[src/rtl/mips_pkg.sv]
// Shared MIPS pipeline definitions used by the MEM-stage access engine and
// the writeback checker.
//   - SIZE_BYTE / SIZE_HALF / SIZE_WORD : mem_size encodings (2'b11 acts as word)
//   - mau_state_e                       : access FSM states IDLE / BUSY / DONE
//   - lane_wstrb / lane_wdata           : store byte-lane steering helpers
//   - is_misaligned                     : natural-alignment test for an access
package mips_pkg;

  localparam logic [1:0] SIZE_BYTE = 2'b00;
  localparam logic [1:0] SIZE_HALF = 2'b01;
  localparam logic [1:0] SIZE_WORD = 2'b10;

  typedef enum logic [1:0] {
    IDLE = 2'b00,
    BUSY = 2'b01,
    DONE = 2'b10
  } mau_state_e;

  // Byte-lane enables for a store. Halfwords only look at off[1], so a
  // misaligned halfword is silently forced onto its aligned pair of lanes.
  function automatic logic [3:0] lane_wstrb(input logic [1:0] size, input logic [1:0] off);
    logic [3:0] strb;
    case (size)
      SIZE_BYTE: strb = 4'b0001 << off;
      SIZE_HALF: strb = off[1] ? 4'b1100 : 4'b0011;
      default:   strb = 4'b1111;
    endcase
    return strb;
  endfunction

  // Store data replicated across every lane so the strobes alone pick the bytes.
  function automatic logic [31:0] lane_wdata(input logic [1:0] size, input logic [31:0] sd);
    logic [31:0] data;
    case (size)
      SIZE_BYTE: data = {4{sd[7:0]}};
      SIZE_HALF: data = {2{sd[15:0]}};
      default:   data = sd;
    endcase
    return data;
  endfunction

  // Halfwords need off[0] clear; words (and the reserved size) need off clear.
  function automatic logic is_misaligned(input logic [1:0] size, input logic [1:0] off);
    logic mis;
    case (size)
      SIZE_BYTE: mis = 1'b0;
      SIZE_HALF: mis = off[0];
      default:   mis = (off != 2'b00);
    endcase
    return mis;
  endfunction

endpackage

[src/rtl/mem_access_unit_if.sv]
// Data-memory bus between the MEM-stage access engine and data memory.
//   dmem_req   : request, held until ack        (master -> slave)
//   dmem_we    : 1 = write transaction          (master -> slave)
//   dmem_addr  : word-aligned byte address      (master -> slave)
//   dmem_wstrb : byte-lane write enables        (master -> slave)
//   dmem_wdata : lane-replicated store data     (master -> slave)
//   dmem_ack   : one-cycle completion pulse     (slave -> master)
//   dmem_rdata : read word, valid with dmem_ack (slave -> master)
interface mem_access_unit_if;
  logic        dmem_req;
  logic        dmem_we;
  logic [31:0] dmem_addr;
  logic [3:0]  dmem_wstrb;
  logic [31:0] dmem_wdata;
  logic        dmem_ack;
  logic [31:0] dmem_rdata;

  modport master (
    output dmem_req, dmem_we, dmem_addr, dmem_wstrb, dmem_wdata,
    input  dmem_ack, dmem_rdata
  );

  modport slave (
    input  dmem_req, dmem_we, dmem_addr, dmem_wstrb, dmem_wdata,
    output dmem_ack, dmem_rdata
  );
endinterface

[src/rtl/load_extract.sv]
// Combinational load-lane select plus sign/zero extension.
//   rdata       : 32-bit word read from memory
//   size        : access size (byte / half / word; 2'b11 acts as word)
//   off         : byte offset addr[1:0]; halfwords use off[1] only
//   is_unsigned : 1 = zero-extend, 0 = sign-extend
//   data        : extended 32-bit load result
module load_extract
  import mips_pkg::*;
(
  input  logic [31:0] rdata,
  input  logic [1:0]  size,
  input  logic [1:0]  off,
  input  logic        is_unsigned,
  output logic [31:0] data
);

  logic [7:0]  lane_b_s;
  logic [15:0] lane_h_s;

  // Pick the addressed lane and extend it to a full word.
  always_comb begin
    lane_b_s = 8'h00;
    lane_h_s = 16'h0000;
    data     = rdata;
    case (size)
      SIZE_BYTE: begin
        case (off)
          2'd0:    lane_b_s = rdata[7:0];
          2'd1:    lane_b_s = rdata[15:8];
          2'd2:    lane_b_s = rdata[23:16];
          default: lane_b_s = rdata[31:24];
        endcase
        if (is_unsigned) begin
          data = {24'h00_0000, lane_b_s};
        end else begin
          data = {{24{lane_b_s[7]}}, lane_b_s};
        end
      end
      SIZE_HALF: begin
        lane_h_s = off[1] ? rdata[31:16] : rdata[15:0];
        if (is_unsigned) begin
          data = {16'h0000, lane_h_s};
        end else begin
          data = {{16{lane_h_s[15]}}, lane_h_s};
        end
      end
      default: data = rdata;
    endcase
  end

endmodule

[src/rtl/mem_access_unit.sv]
// MEM-stage data-memory access engine for the 5-stage MIPS pipeline.
// Issues one req/ack bus transaction per load/store, stalls the pipeline
// while it is in flight, and returns extracted load data to MEM/WB.
//   clk, reset        : clock, asynchronous active-high reset
//   mem_read_in/write : load / store request from EX/MEM (write wins if both)
//   mem_size_in       : 00 byte, 01 half, 10 word, 11 treated as word
//   mem_unsigned_in   : 1 = zero-extend loads
//   addr_in           : byte address from the ALU
//   store_data_in     : store data (rt)
//   dmem              : data-memory bus (master side)
//   read_data_out     : extracted load data, held until the next load completes
//   mem_stall         : freeze the front of the pipeline while high
//   bus_err           : one-cycle pulse when the ack wait times out
//   misalign          : only with MEM_MISALIGN_TRAP_EN defined; flags a
//                       misaligned access, which is then skipped on the bus
// Parameters: MAX_WAIT (BUSY cycles before timeout, 1..255), RESET_RDATA.
module mem_access_unit
  import mips_pkg::*;
#(
  parameter int unsigned MAX_WAIT    = 255,
  parameter logic [31:0] RESET_RDATA = 32'h0000_0000
) (
  input  logic               clk,
  input  logic               reset,
  input  logic               mem_read_in,
  input  logic               mem_write_in,
  input  logic [1:0]         mem_size_in,
  input  logic               mem_unsigned_in,
  input  logic [31:0]        addr_in,
  input  logic [31:0]        store_data_in,
  mem_access_unit_if.master  dmem,
  output logic [31:0]        read_data_out,
  output logic               mem_stall,
  output logic               bus_err
`ifdef MEM_MISALIGN_TRAP_EN
  ,
  output logic               misalign
`endif
);

  // Counter value in the last BUSY cycle that may still accept an ack.
  localparam logic [7:0] LAST_CNT = 8'(MAX_WAIT - 1);

  mau_state_e  state_q, state_d;
  logic [7:0]  cnt_q, cnt_d;
  logic        req_q, req_d;
  logic        we_q, we_d;
  logic [31:0] addr_q, addr_d;
  logic [3:0]  wstrb_q, wstrb_d;
  logic [31:0] wdata_q, wdata_d;
  logic [31:0] rdata_q, rdata_d;
  logic        bus_err_q, bus_err_d;
  logic [1:0]  size_q, size_d;
  logic [1:0]  off_q, off_d;
  logic        uns_q, uns_d;

  logic        access_s;
  logic        misalign_hit_s;
  logic        issue_s;
  logic        mem_stall_s;
  logic [31:0] ext_s;

  assign access_s = mem_read_in | mem_write_in;

`ifdef MEM_MISALIGN_TRAP_EN
  assign misalign_hit_s = access_s && (state_q == IDLE) && is_misaligned(mem_size_in, addr_in[1:0]);
  assign misalign       = misalign_hit_s & ~reset;
`else
  assign misalign_hit_s = 1'b0;
`endif

  assign issue_s = access_s & ~misalign_hit_s;

  // Size/offset/sign are latched at issue so extraction does not depend on
  // EX/MEM staying frozen.
  load_extract u_load_extract (
    .rdata       (dmem.dmem_rdata),
    .size        (size_q),
    .off         (off_q),
    .is_unsigned (uns_q),
    .data        (ext_s)
  );

  // Next-state and output decode for the IDLE/BUSY/DONE access FSM.
  always_comb begin
    state_d     = state_q;
    cnt_d       = cnt_q;
    req_d       = req_q;
    we_d        = we_q;
    addr_d      = addr_q;
    wstrb_d     = wstrb_q;
    wdata_d     = wdata_q;
    rdata_d     = rdata_q;
    bus_err_d   = 1'b0;
    size_d      = size_q;
    off_d       = off_q;
    uns_d       = uns_q;
    mem_stall_s = 1'b0;
    case (state_q)
      IDLE: begin
        mem_stall_s = access_s;
        cnt_d       = 8'd0;
        if (issue_s) begin
          state_d = BUSY;
          req_d   = 1'b1;
          we_d    = mem_write_in;
          addr_d  = {addr_in[31:2], 2'b00};
          wstrb_d = mem_write_in ? lane_wstrb(mem_size_in, addr_in[1:0]) : 4'b0000;
          wdata_d = lane_wdata(mem_size_in, store_data_in);
          size_d  = mem_size_in;
          off_d   = addr_in[1:0];
          uns_d   = mem_unsigned_in;
        end else if (access_s) begin
          // Trapped misaligned access: no bus cycle, just the DONE release.
          state_d = DONE;
        end else begin
          state_d = IDLE;
        end
      end
      BUSY: begin
        mem_stall_s = 1'b1;
        if (dmem.dmem_ack) begin
          state_d = DONE;
          req_d   = 1'b0;
          we_d    = 1'b0;
          wstrb_d = 4'b0000;
          if (!we_q) begin
            rdata_d = ext_s;
          end else begin
            rdata_d = rdata_q;
          end
        end else if (cnt_q == LAST_CNT) begin
          state_d   = DONE;
          req_d     = 1'b0;
          we_d      = 1'b0;
          wstrb_d   = 4'b0000;
          bus_err_d = 1'b1;
          rdata_d   = 32'h0000_0000;
        end else begin
          cnt_d = cnt_q + 8'd1;
        end
      end
      DONE: begin
        // Stall drops for this one cycle so the instruction retires once.
        state_d = IDLE;
        cnt_d   = 8'd0;
      end
      default: begin
        state_d = IDLE;
        req_d   = 1'b0;
        we_d    = 1'b0;
        wstrb_d = 4'b0000;
        cnt_d   = 8'd0;
      end
    endcase
  end

  // State and bus-output registers; reset drops the request immediately.
  always_ff @(posedge clk or posedge reset) begin
    if (reset) begin
      state_q   <= IDLE;
      cnt_q     <= 8'd0;
      req_q     <= 1'b0;
      we_q      <= 1'b0;
      addr_q    <= 32'h0000_0000;
      wstrb_q   <= 4'b0000;
      wdata_q   <= 32'h0000_0000;
      rdata_q   <= RESET_RDATA;
      bus_err_q <= 1'b0;
      size_q    <= SIZE_WORD;
      off_q     <= 2'b00;
      uns_q     <= 1'b0;
    end else begin
      state_q   <= state_d;
      cnt_q     <= cnt_d;
      req_q     <= req_d;
      we_q      <= we_d;
      addr_q    <= addr_d;
      wstrb_q   <= wstrb_d;
      wdata_q   <= wdata_d;
      rdata_q   <= rdata_d;
      bus_err_q <= bus_err_d;
      size_q    <= size_d;
      off_q     <= off_d;
      uns_q     <= uns_d;
    end
  end

  assign dmem.dmem_req   = req_q;
  assign dmem.dmem_we    = we_q;
  assign dmem.dmem_addr  = addr_q;
  assign dmem.dmem_wstrb = wstrb_q;
  assign dmem.dmem_wdata = wdata_q;
  assign read_data_out   = rdata_q;
  assign bus_err         = bus_err_q;
  // Stall is released while reset is held so the pipeline is never frozen by it.
  assign mem_stall       = mem_stall_s & ~reset;

endmodule

[src/flat_wrapper.sv]
// flat-port wrapper written by rule: the top's interface ports become plain ports
module mem_access_unit_flat import mips_pkg::*;
#(
  parameter int unsigned MAX_WAIT    = 255,
  parameter logic [31:0] RESET_RDATA = 32'h0000_0000
)
  (clk, reset, mem_read_in, mem_write_in, mem_size_in, mem_unsigned_in, addr_in, store_data_in, read_data_out, mem_stall, bus_err, dmem_dmem_req, dmem_dmem_we, dmem_dmem_addr, dmem_dmem_wstrb, dmem_dmem_wdata, dmem_dmem_ack, dmem_dmem_rdata);
  mem_access_unit_if dmem_i ();
  input  logic clk;
  input  logic reset;
  input  logic mem_read_in;
  input  logic mem_write_in;
  input  logic [1:0] mem_size_in;
  input  logic mem_unsigned_in;
  input  logic [31:0] addr_in;
  input  logic [31:0] store_data_in;
  output logic [31:0] read_data_out;
  output logic mem_stall;
  output logic bus_err;
  output wire logic [$bits(dmem_i.dmem_req)-1:0] dmem_dmem_req;
  output wire logic [$bits(dmem_i.dmem_we)-1:0] dmem_dmem_we;
  output wire logic [$bits(dmem_i.dmem_addr)-1:0] dmem_dmem_addr;
  output wire logic [$bits(dmem_i.dmem_wstrb)-1:0] dmem_dmem_wstrb;
  output wire logic [$bits(dmem_i.dmem_wdata)-1:0] dmem_dmem_wdata;
  input wire logic [$bits(dmem_i.dmem_ack)-1:0] dmem_dmem_ack;
  input wire logic [$bits(dmem_i.dmem_rdata)-1:0] dmem_dmem_rdata;
  assign dmem_dmem_req = dmem_i.dmem_req;
  assign dmem_dmem_we = dmem_i.dmem_we;
  assign dmem_dmem_addr = dmem_i.dmem_addr;
  assign dmem_dmem_wstrb = dmem_i.dmem_wstrb;
  assign dmem_dmem_wdata = dmem_i.dmem_wdata;
  assign dmem_i.dmem_ack = dmem_dmem_ack;
  assign dmem_i.dmem_rdata = dmem_dmem_rdata;
  mem_access_unit #(.MAX_WAIT(MAX_WAIT), .RESET_RDATA(RESET_RDATA)) u_core (.clk(clk), .reset(reset), .mem_read_in(mem_read_in), .mem_write_in(mem_write_in), .mem_size_in(mem_size_in), .mem_unsigned_in(mem_unsigned_in), .addr_in(addr_in), .store_data_in(store_data_in), .dmem(dmem_i), .read_data_out(read_data_out), .mem_stall(mem_stall), .bus_err(bus_err));
endmodule
[config.mk]
export PLATFORM = sky130hd
export DESIGN_NAME = mem_access_unit_flat
export DESIGN_NICKNAME = d
export VERILOG_FILES = /design/src/rtl/mips_pkg.sv /design/src/rtl/mem_access_unit_if.sv /design/src/rtl/load_extract.sv /design/src/rtl/mem_access_unit.sv /design/src/flat_wrapper.sv
export SDC_FILE = /design/constraint.sdc
export NUM_CORES = 1
export LEC_CHECK = 0
export ABC_AREA = 1
export BUFFER_PORTS_ARGS = -buffer_cell sky130_fd_sc_hd__buf_2
export CORE_UTILIZATION = 40
export CTS_CLUSTER_DIAMETER = 120
export DETAILED_ROUTE_END_ITERATION = 8
export GPL_ROUTABILITY_DRIVEN = 0
export GPL_TIMING_DRIVEN = 1
export PLACE_DENSITY = 0.75
export SYNTH_ARGS = -nofsm -noshare
export SYNTH_HDL_FRONTEND = slang
export SYNTH_SLANG_ARGS = --single-unit
[constraint.sdc]
create_clock -name clk -period 4.3 [get_ports clk]
set_input_delay 0 -clock clk [delete_from_list [all_inputs] [get_ports clk]]
set_output_delay 0 -clock clk [all_outputs]
set_load 0.03 [all_outputs]
==> results.cfg, run 1 <==
[outcome]
status = finished clean

[timing]
hold_viol = 0
skew_ps = 11.8
worst_pin_slew_ps = 1090
report.final.setup_viol = 0
slew_violations = 0
rsz0062_at_grt = false
period_minus_slack_ps = 2460
max_freq_ghz = 0.407
finalCritPeriodShare_pct = 57.2
relSlewSlack_pct = 27.2
setup_tns_ps = 0

[die]
die_w_um = 120
die-height_um = 120
dieArea_sq_um = 14400
ios = 208
row_count = 42
start_util_pct = 41.4
coreArea_sq_um = 13400

[drt]
drt_iter0_drc = 520
drtAntennaViolNets = 0
routed-via-count = 5885
drc = 0
wl_per_cell_um = 15.1
vias_per_cell = 4.99
firstDrtPassIters = 5
wl_um = 17800

[setup_path]
setup.worst_path.end_class = register
critPathTopFamily = buffers and inverters
startpoint_type = register
worstPathCellList = nor2_1, nand2_2, inv_2, a31oi_1, dlygate4sd3_1
crit_buf_inv = 2
critPathArrivalTime_ps = 2750
critPathSlowestCell = inv_2
crit_fanout = 65
path_class = register to register
required_ps = 4590
slowest_delay_ps = 770

[yosys]
synth_fa_ha_area_share_pct = 0.451
synth_compound_area_share_pct = 9.76
yosys_warnings = 0
seq_area_frac_synth_pct = 52.3
muxShareOfSynthArea_pct = 0
synth_edf_count = 0
synth_top_area_share_pct = 51.8
synth_top_area_cell = dfrtp_1
synth.distinct_cells = 35
synth_common_cells = nand2_1 (302), dfrtp_1 (115), nand3_1 (47)
synth_top_family_by_area = simple AND/OR/NAND/NOR gates
async_reset_ff_share_pct = 100
synth_flop_cell = dfrtp_1
yosys.area_share.simple_pct = 30.6
ys_ff_latch = 116
yosysMostFrequentCell = nand2_1
syn_inst = 703
syn_area_sq_um = 5550
synth.avg_cell_area_sq_um = 7.90
synth_xor_area_share_pct = 0.316
synth_area_leaders = dfrtp_1 (52%), nand2_1 (20%), nand3_1 (4.2%)

[place]
dp_hpwl_um = 11000
dp_cells = 1047
io_buffers = 205

[clock_network]
clkTransAtPathRegs_ps = 60
cts_num_sinks = 116
ctsRootBufferMaster = clkbuf_16
worstSkewPairLatency_ps = 420
htreeDepth = 4
cts_resized = 0
post_cts_buffers = 0
cts_buffers = 17
cts_tree = yes
cts_buffer_depth = 2

[final_layout]
fillers = 1125
fin_nets = 1099
diodes = 0
multiInputGateArea_sq_um = 2290
drive_gt1_share_pct = 26.2
regArea_sq_um = 2900
instances_no_fill = 1180
syn_to_final_growth_pct = 47.5

[power_and_ir_drop]
vdd.ir_drop.worst_mv = 0.496
power.leakage_nw = 4.40
power_density_nw_per_um2 = 755

[global_routing]
gr-usage-all-layers_pct = 25.9
grt_max_degree = 75
grt-ovfl-total = 0
grt_pass1_vias = 5932
grt_pass1_wl_um = 29000
antenna_found_initial = 0

[min_path]
hold_class = input port to register

[run]
cap_violations = 0
-- what timing repair did --
action	in CTS	in global routing
hold endpoints to repair	176	0
setup endpoints to repair	0	0
hold buffers	103	0
-- area by class of cell --
cell class              instances  area share [%]
clock buffers                  18            5.24
clock inverters                12            1.71
inverters                      34            1.62
multi-input cells             514            28.0
flip-flops and latches        116            35.5
well taps                     176            2.69
repair buffers                310            25.3
-- worst register-to-register path, delay by kind of cell, from the launching register on --
kind | cells | cell delay [ps]
flip-flops | 1 | 410
AND/OR/NAND/NOR | 2 | 320
AO/OA/AOI/OAI | 1 | 240
buffers and inverters | 2 | 1380
-- report_power, final --
group | internal, W | leakage, nW | switching [W]
clock | 0.000894 | 0.281 | 0.000496
sequential | 0.00158 | 1.45 | 0.000337
combinational | 0.000851 | 2.68 | 0.00203
total | 0.00332 | 4.40 | 0.00286
-- sequential cells by signal (all words and copies together), names as in the netlist, 2 cells and up --
signal / count
u_core.cnt_q: 8
u_core.dmem.dmem_addr: 30
u_core.dmem.dmem_wdata: 32
u_core.dmem.dmem_wstrb: 4
u_core.off_q: 2
u_core.read_data_out: 32
u_core.size_q: 2
u_core.state_q: 2
-- cells in the final DEF (no fill, tap or decap), types with 3 or more instances in the layout --
master / n
dfrtp_1: 115
nand2_2: 4
nand2_1: 301
inv_2: 6
o21ai_0: 43
clkbuf_16: 17
clkinv_2: 7
a21oi_1: 31
bufinv_16: 3
nor2_4: 4
nand3_1: 47
nor2_1: 43
dlygate4sd3_1: 103
buf_2: 205
nand3_4: 3
a31oi_1: 12
o21ai_1: 7
inv_1: 26
-- kinds of logic after synthesis --
group / Yosys count
other: 1
flip-flops: 116
XOR/XNOR: 2
adder cells (fa/ha/maj): 2
AND/OR/NAND/NOR: 408
AO/OA/AOI/OAI: 100
buffers and inverters: 74
-- final timing paths --
check	endpoint	slack [ps]	cells after the start	start
max reg2reg	u_core.dmem.dmem_wdata[30]$_DFFE_PP0P_	1840	5	u_core.state_q[1]$_DFFE_PP0P_
min in group asynchronous	u_core.read_data_out[12]$_DFFE_PP0P_	360	3	reset
max in group asynchronous	u_core.dmem.dmem_wdata[14]$_DFFE_PP0P_	2820	4	reset
max	u_core.dmem.dmem_wdata[30]$_DFFE_PP0P_	1840	5	u_core.state_q[1]$_DFFE_PP0P_
min	u_core.read_data_out[31]$_DFFE_PP0P_	30	5	dmem_dmem_rdata[31]
min reg2reg	u_core.dmem.dmem_wstrb[1]$_DFFE_PP0P_	470	2	u_core.dmem.dmem_wstrb[1]$_DFFE_PP0P_
-- through the flow --
step                      total power [W]  setup slack, ps  hold slack, ps  instance area, sq um  utilization [%]
after CTS                         0.00618             1910            6.05                  8190             61.1
after floorplan                   0.00391             1230             110                  5560                -
final                             0.00618             1840            34.2                  8190             61.1
after detailed placement          0.00467             2330             199                  6590             49.2
after global placement            0.00461             2420             193                  6590             49.2
after global routing              0.00657             1680            38.7                  8190             61.1
-- per-layer routing --
layer	wire length, um	share of wire, %	GRT usage (%)	up-vias
li1	-	-	-	2816
met1	7370	41	31.6	2723
met2	8540	48	42.7	301
met3	1340	7.6	6.65	45
met4	531	3.0	12.4	0
met5	0	0	0	-
Power figures use the tool's default switching activity.
==> run 2, diff against run 1 <==
--- a/config.mk
+++ b/config.mk
@@ -5,14 +5,14 @@
 export SDC_FILE = /design/constraint.sdc
 export NUM_CORES = 1
 export LEC_CHECK = 0
-export ABC_AREA = 1
+export ABC_AREA = 0
 export BUFFER_PORTS_ARGS = -buffer_cell sky130_fd_sc_hd__buf_2
 export CORE_UTILIZATION = 40
 export CTS_CLUSTER_DIAMETER = 120
 export DETAILED_ROUTE_END_ITERATION = 8
 export GPL_ROUTABILITY_DRIVEN = 0
 export GPL_TIMING_DRIVEN = 1
-export PLACE_DENSITY = 0.75
+export PLACE_DENSITY = 0.76
 export SYNTH_ARGS = -nofsm -noshare
 export SYNTH_HDL_FRONTEND = slang
 export SYNTH_SLANG_ARGS = --single-unit
==> constraint.sdc (replaced) <==
create_clock -name clk -period 2.4 [get_ports clk]
set_input_delay 0 -clock clk [delete_from_list [all_inputs] [get_ports clk]]
set_output_delay 0 -clock clk [all_outputs]
set_load 0.03 [all_outputs]
==> run 2 against run 1 <==
Flip-flop and latch count did not move. Synthesized cell count fell by 21%. Clock power rose by 83%. Clock skew fell by 4.1 ps. Sequential power rose by 80%. Total power rose by 78%. Sequential share of layout area rose by 0.10 points.
==> results.cfg, run 2 <==
[global_routing]
grt_max_degree = 55
grt_pass1_wl_um = 28200
antenna_found_initial = 0
grt_pass1_vias = 5577
gr-usage-all-layers_pct = 25.6
grt-ovfl-total = 0

[outcome]
status = finished clean

[setup_path]
crit_fanout = 14
setup.worst_path.end_class = register
critPathArrivalTime_ps = 2480
path_class = register to register
timing.rr.start = u_core.off_q[1]$_DFFE_PP0P_
startpoint_type = register
required_ps = 2740
startpoint = u_core.off_q[1]$_DFFE_PP0P_

[drt]
routed-via-count = 5345
drt_iter0_drc = 358
wl_per_cell_um = 16.4
firstDrtPassIters = 5
vias_per_cell = 5.14
drc = 0
wl_um = 17100
drtAntennaViolNets = 0

[die]
die-height_um = 118
start_util_pct = 41.7
coreArea_sq_um = 12800
ios = 208
die_w_um = 118
dieArea_sq_um = 13800
row_count = 41

[power_and_ir_drop]
power.leakage_nw = 4.16
vdd.ir_drop.worst_mv = 0.880
power_density_nw_per_um2 = 1350

[final_layout]
syn_to_final_growth_pct = 52.7
fin_nets = 961
fillers = 1000
diodes = 0
fin_area_sq_um = 8170
most-common-layout-cells = buf_2 (205), nand2_1 (167), dfrtp_1 (115)
final_common_cell = buf_2
drive_gt1_share_pct = 29.9

[clock_network]
post_cts_buffers = 0
clkTransAtPathRegs_ps = 50
htreeDepth = 4
cts_buffers = 17
cts_buffer_depth = 2
cts_tree = yes
worstSkewPairLatency_ps = 410
ctsRootBufferMaster = clkbuf_16
cts_num_sinks = 116

[min_path]
worstHoldStart = dmem_dmem_rdata[13]
hold_class = input port to register

[timing]
max_freq_ghz = 0.468
slew_violations = 0
report.final.setup_viol = 0
relSlewSlack_pct = 37.5
setup_tns_ps = 0
skew_ps = 7.70
hold_viol = 0
finalCritPeriodShare_pct = 89.1
rsz0062_at_grt = false
worst_pin_slew_ps = 935
setup_slack_ps = 261
period_minus_slack_ps = 2140

[yosys]
seq_area_frac_synth_pct = 54.3
yosys_warnings = 0
synth_top_area_cell = dfrtp_1
syn_inst = 556
synth_flop_cell = dfrtp_1
ys_ff_latch = 116
synth_area_leaders = dfrtp_1 (54%), nand2_1 (12%), mux2i_1 (5.1%)
synth_top_area_share_pct = 53.8
synth.avg_cell_area_sq_um = 9.62
synth_common_cells = nand2_1 (167), dfrtp_1 (115), clkbuf_1 (30)
yosysMostFrequentCell = nand2_1
syn_area_sq_um = 5350
synth_edf_count = 0
async_reset_ff_share_pct = 100
synth.distinct_cells = 50

[place]
io_buffers = 205
dp_hpwl_um = 10500
pre_cts_slack_ps = 288
placedInstanceArea_sq_um = 6590

[run]
cap_violations = 0
==> run 2: power breakdown <==
group	switching (W)	leakage (nW)	total [W]	internal (W)
Clock	0.000872	0.299	0.00254	0.00167
Combinational	0.00338	2.41	0.00504	0.00166
Sequential	0.000610	1.45	0.00344	0.00283
Total	0.00486	4.16	0.0110	0.00616
==> run 2: worst max-delay path, cell delays in order, from the launching register on <==
cell,delay (ps)
dfrtp_1,550
buf_4,260
nor2b_1,760
a22o_1,250
a221oi_1,80
o2bb2ai_1,160
==> run 2: final timing paths <==
kind / end / slack, ps / depth (start not counted)
min: u_core.read_data_out[5]$_DFFE_PP0P_ / 30 / 4
max in group asynchronous: u_core.dmem.dmem_wdata[24]$_DFFE_PP0P_ / 1480 / 4
min in group asynchronous: u_core.dmem.dmem_addr[7]$_DFFE_PP0P_ / 270 / 3
max reg2reg: u_core.read_data_out[8]$_DFFE_PP0P_ / 260 / 5
max: u_core.read_data_out[8]$_DFFE_PP0P_ / 260 / 5
min reg2reg: u_core.dmem.dmem_addr[20]$_DFFE_PP0P_ / 470 / 2
==> run 2: cell families after synthesis <==
logic type | share of synthesized area [%]
muxes | 5.97
other | 0.0701
adders and majority gates | 0.468
DFF | 54.3
AOI/OAI and AO/OA | 15.9
buffers and inverters | 3.51
xor gates and xnor gates | 0.983
and+or+nand+nor | 18.8
==> run 2: metal layers <==
layer	global-route usage (%)	vias up	part of all wire [%]
met5	0	-	0
met4	9.78	0	2.0
met3	7.03	34	6.0
met2	41.6	234	49
met1	32.4	2548	42
li1	-	2529	-
==> run 2: area by class of cell <==
type / instances / area [sq um] / area share (%)
Sequential cell: 116 / 2900 / 35.6
Multi-Input combinational cell: 396 / 2270 / 27.8
Inverter: 6 / 26.3 / 0.322
Timing Repair Buffer: 318 / 2160 / 26.4
Clock buffer: 20 / 457 / 5.59
Clock inverter: 11 / 134 / 1.64
Tap cell: 172 / 215 / 2.64
==> run 2: repair_timing <==
item / CTS / global route
hold buffers: 98 / 0
hold endpoints to repair: 128 / 0
gates resized for setup: 0 / 0
==> run 2: stage by stage <==
step	total power [W]	hold WS [ps]	utilization, %	std cells
after floorplan	0.00676	105	-	557
after global placement	0.00820	169	51.4	910
after detailed placement	0.00828	172	51.4	910
after CTS	0.0110	9.59	63.7	1039
after global routing	0.0117	29.7	63.7	1039
final	0.0110	25.3	63.7	1039
==> run 3, diff against run 2 <==
--- a/config.mk
+++ b/config.mk
@@ -9,9 +9,11 @@
 export BUFFER_PORTS_ARGS = -buffer_cell sky130_fd_sc_hd__buf_2
 export CORE_UTILIZATION = 40
 export CTS_CLUSTER_DIAMETER = 120
+export CTS_CLUSTER_SIZE = 12
 export DETAILED_ROUTE_END_ITERATION = 8
 export GPL_ROUTABILITY_DRIVEN = 0
 export GPL_TIMING_DRIVEN = 1
+export MAX_ROUTING_LAYER = met4
 export PLACE_DENSITY = 0.76
 export SYNTH_ARGS = -nofsm -noshare
 export SYNTH_HDL_FRONTEND = slang
==> run 3 against run 2 <==
Total power about the same. Clock-buffer cell count unchanged. Critical path type unchanged. Design area unchanged. Global-route usage increased by 0.75 points. Highest routed layer unchanged. Sequential power about the same. Non-clock buffer count unchanged. Critical path depth unchanged.
==> results.cfg, run 3 (synthesis results as in run 2) <==
[final_layout]
diodes = 0
instances_no_fill = 1039
most-common-layout-cells = buf_2 (205), nand2_1 (167), dfrtp_1 (115)
final_core_util_pct = 63.7
syn_to_final_growth_pct = 52.7
drive_gt1_share_pct = 29.9
final_common_cell = buf_2
fin_nets = 961

[clock_network]
ctsRootBufferMaster = clkbuf_16
cts_tree = yes
worstSkewPairLatency_ps = 410
cts_buffers = 17
post_cts_buffers = 0
htreeDepth = 4
cts_hold_buf = 98
cts_resized = 0
cts_buffer_depth = 2
clkTransAtPathRegs_ps = 50
cts_num_sinks = 116

[min_path]
worstHoldStart = dmem_dmem_rdata[13]
hold_class = input port to register

[power_and_ir_drop]
totalPowerFinal_w = 0.0110
vdd.ir_drop.worst_mv = 0.880
power.leakage_nw = 4.16
power_density_nw_per_um2 = 1350

[timing]
period_minus_slack_ps = 2150
max_freq_ghz = 0.465
skew_ps = 6.01
setup_tns_ps = 0
setup_slack_ps = 248
worst_pin_slew_ps = 944
report.final.setup_viol = 0
relSlewSlack_pct = 36.9
rsz0062_at_grt = false
slew_violations = 0
finalCritPeriodShare_pct = 89.7
hold_viol = 0

[run]
cap_violations = 0

[die]
dieArea_sq_um = 13800
die_w_um = 118
coreArea_sq_um = 12800
ios = 208
start_util_pct = 41.7
die-height_um = 118
row_count = 41

[drt]
routed-via-count = 5385
drtAntennaViolNets = 0
wl_per_cell_um = 16.4
drc = 0
drt_iter0_drc = 411
firstDrtPassIters = 5
vias_per_cell = 5.18
wl_um = 17100

[global_routing]
grt_max_degree = 55
grt_pass1_vias = 5588
gr-usage-all-layers_pct = 26.4
antenna_found_initial = 0
grt_pass1_wl_um = 28200
grt-ovfl-total = 0

[setup_path]
startpoint_type = register
required_ps = 2740
startpoint = u_core.off_q[1]$_DFFE_PP0P_
timing.rr.start = u_core.off_q[1]$_DFFE_PP0P_
path_class = register to register
setup.worst_path.end_class = register
crit_fanout = 14
critPathArrivalTime_ps = 2490

[place]
dp_hpwl_um = 10500
pre_cts_slack_ps = 288
io_buffers = 205
dp_cells = 910

[outcome]
status = finished clean
run 3: cell counts in the layout (fill, tap and decap cells not counted):
No cell type changed its count.
run 3: final timing paths:
| check | end | slack (ps) | cells after the start |
|---|---|---|---|
| max in group asynchronous | u_core.dmem.dmem_wdata[22]$_DFFE_PP0P_ | 1480 | 4 |
| min in group asynchronous | u_core.dmem.dmem_req$_DFFE_PP0P_ | 270 | 3 |
| worst max register to register | u_core.read_data_out[8]$_DFFE_PP0P_ | 250 | 5 |
| worst min register to register | u_core.dmem.dmem_addr[20]$_DFFE_PP0P_ | 470 | 2 |
| worst min-delay path | u_core.read_data_out[5]$_DFFE_PP0P_ | 20 | 4 |
| worst max-delay path | u_core.read_data_out[8]$_DFFE_PP0P_ | 250 | 5 |
run 3: where the power goes:
group / switching [W] / internal (W)
logic: 0.00338 / 0.00166
clock network: 0.000877 / 0.00167
registers: 0.000613 / 0.00283
run 3: layer usage:
metal | share of wire [%] | track usage (%) | up-vias
met5 | 0 | - | -
met4 | 2.5 | 10.0 | 0
met3 | 6.0 | 6.25 | 44
met2 | 49 | 41.5 | 247
met1 | 43 | 32.9 | 2561
li1 | - | - | 2533
run 3: cell type report:
class	count	area [sq um]
Sequential cell	116	2900
Tap cell	172	215
Multi-Input combinational cell	396	2270
Clock inverter	11	134
Clock buffer	20	457
Inverter	6	26.3
Fill cell	1000	4660
Timing Repair Buffer	318	2160
run 3: worst max-delay path, cell delays in order, from the launching register on:
cell and delay (ps):
dfrtp_1 560, buf_4 260, nor2b_1 770, a22o_1 250, a221oi_1 80, o2bb2ai_1 160
run 3: through the flow:
step | cell area [sq um] | hold slack, ps
after CTS | 8170 | 9.59
after global placement | 6590 | 169
after detailed placement | 6590 | 172
after global routing | 8170 | 29.8
after floorplan | 5350 | 105
final | 8170 | 24.0
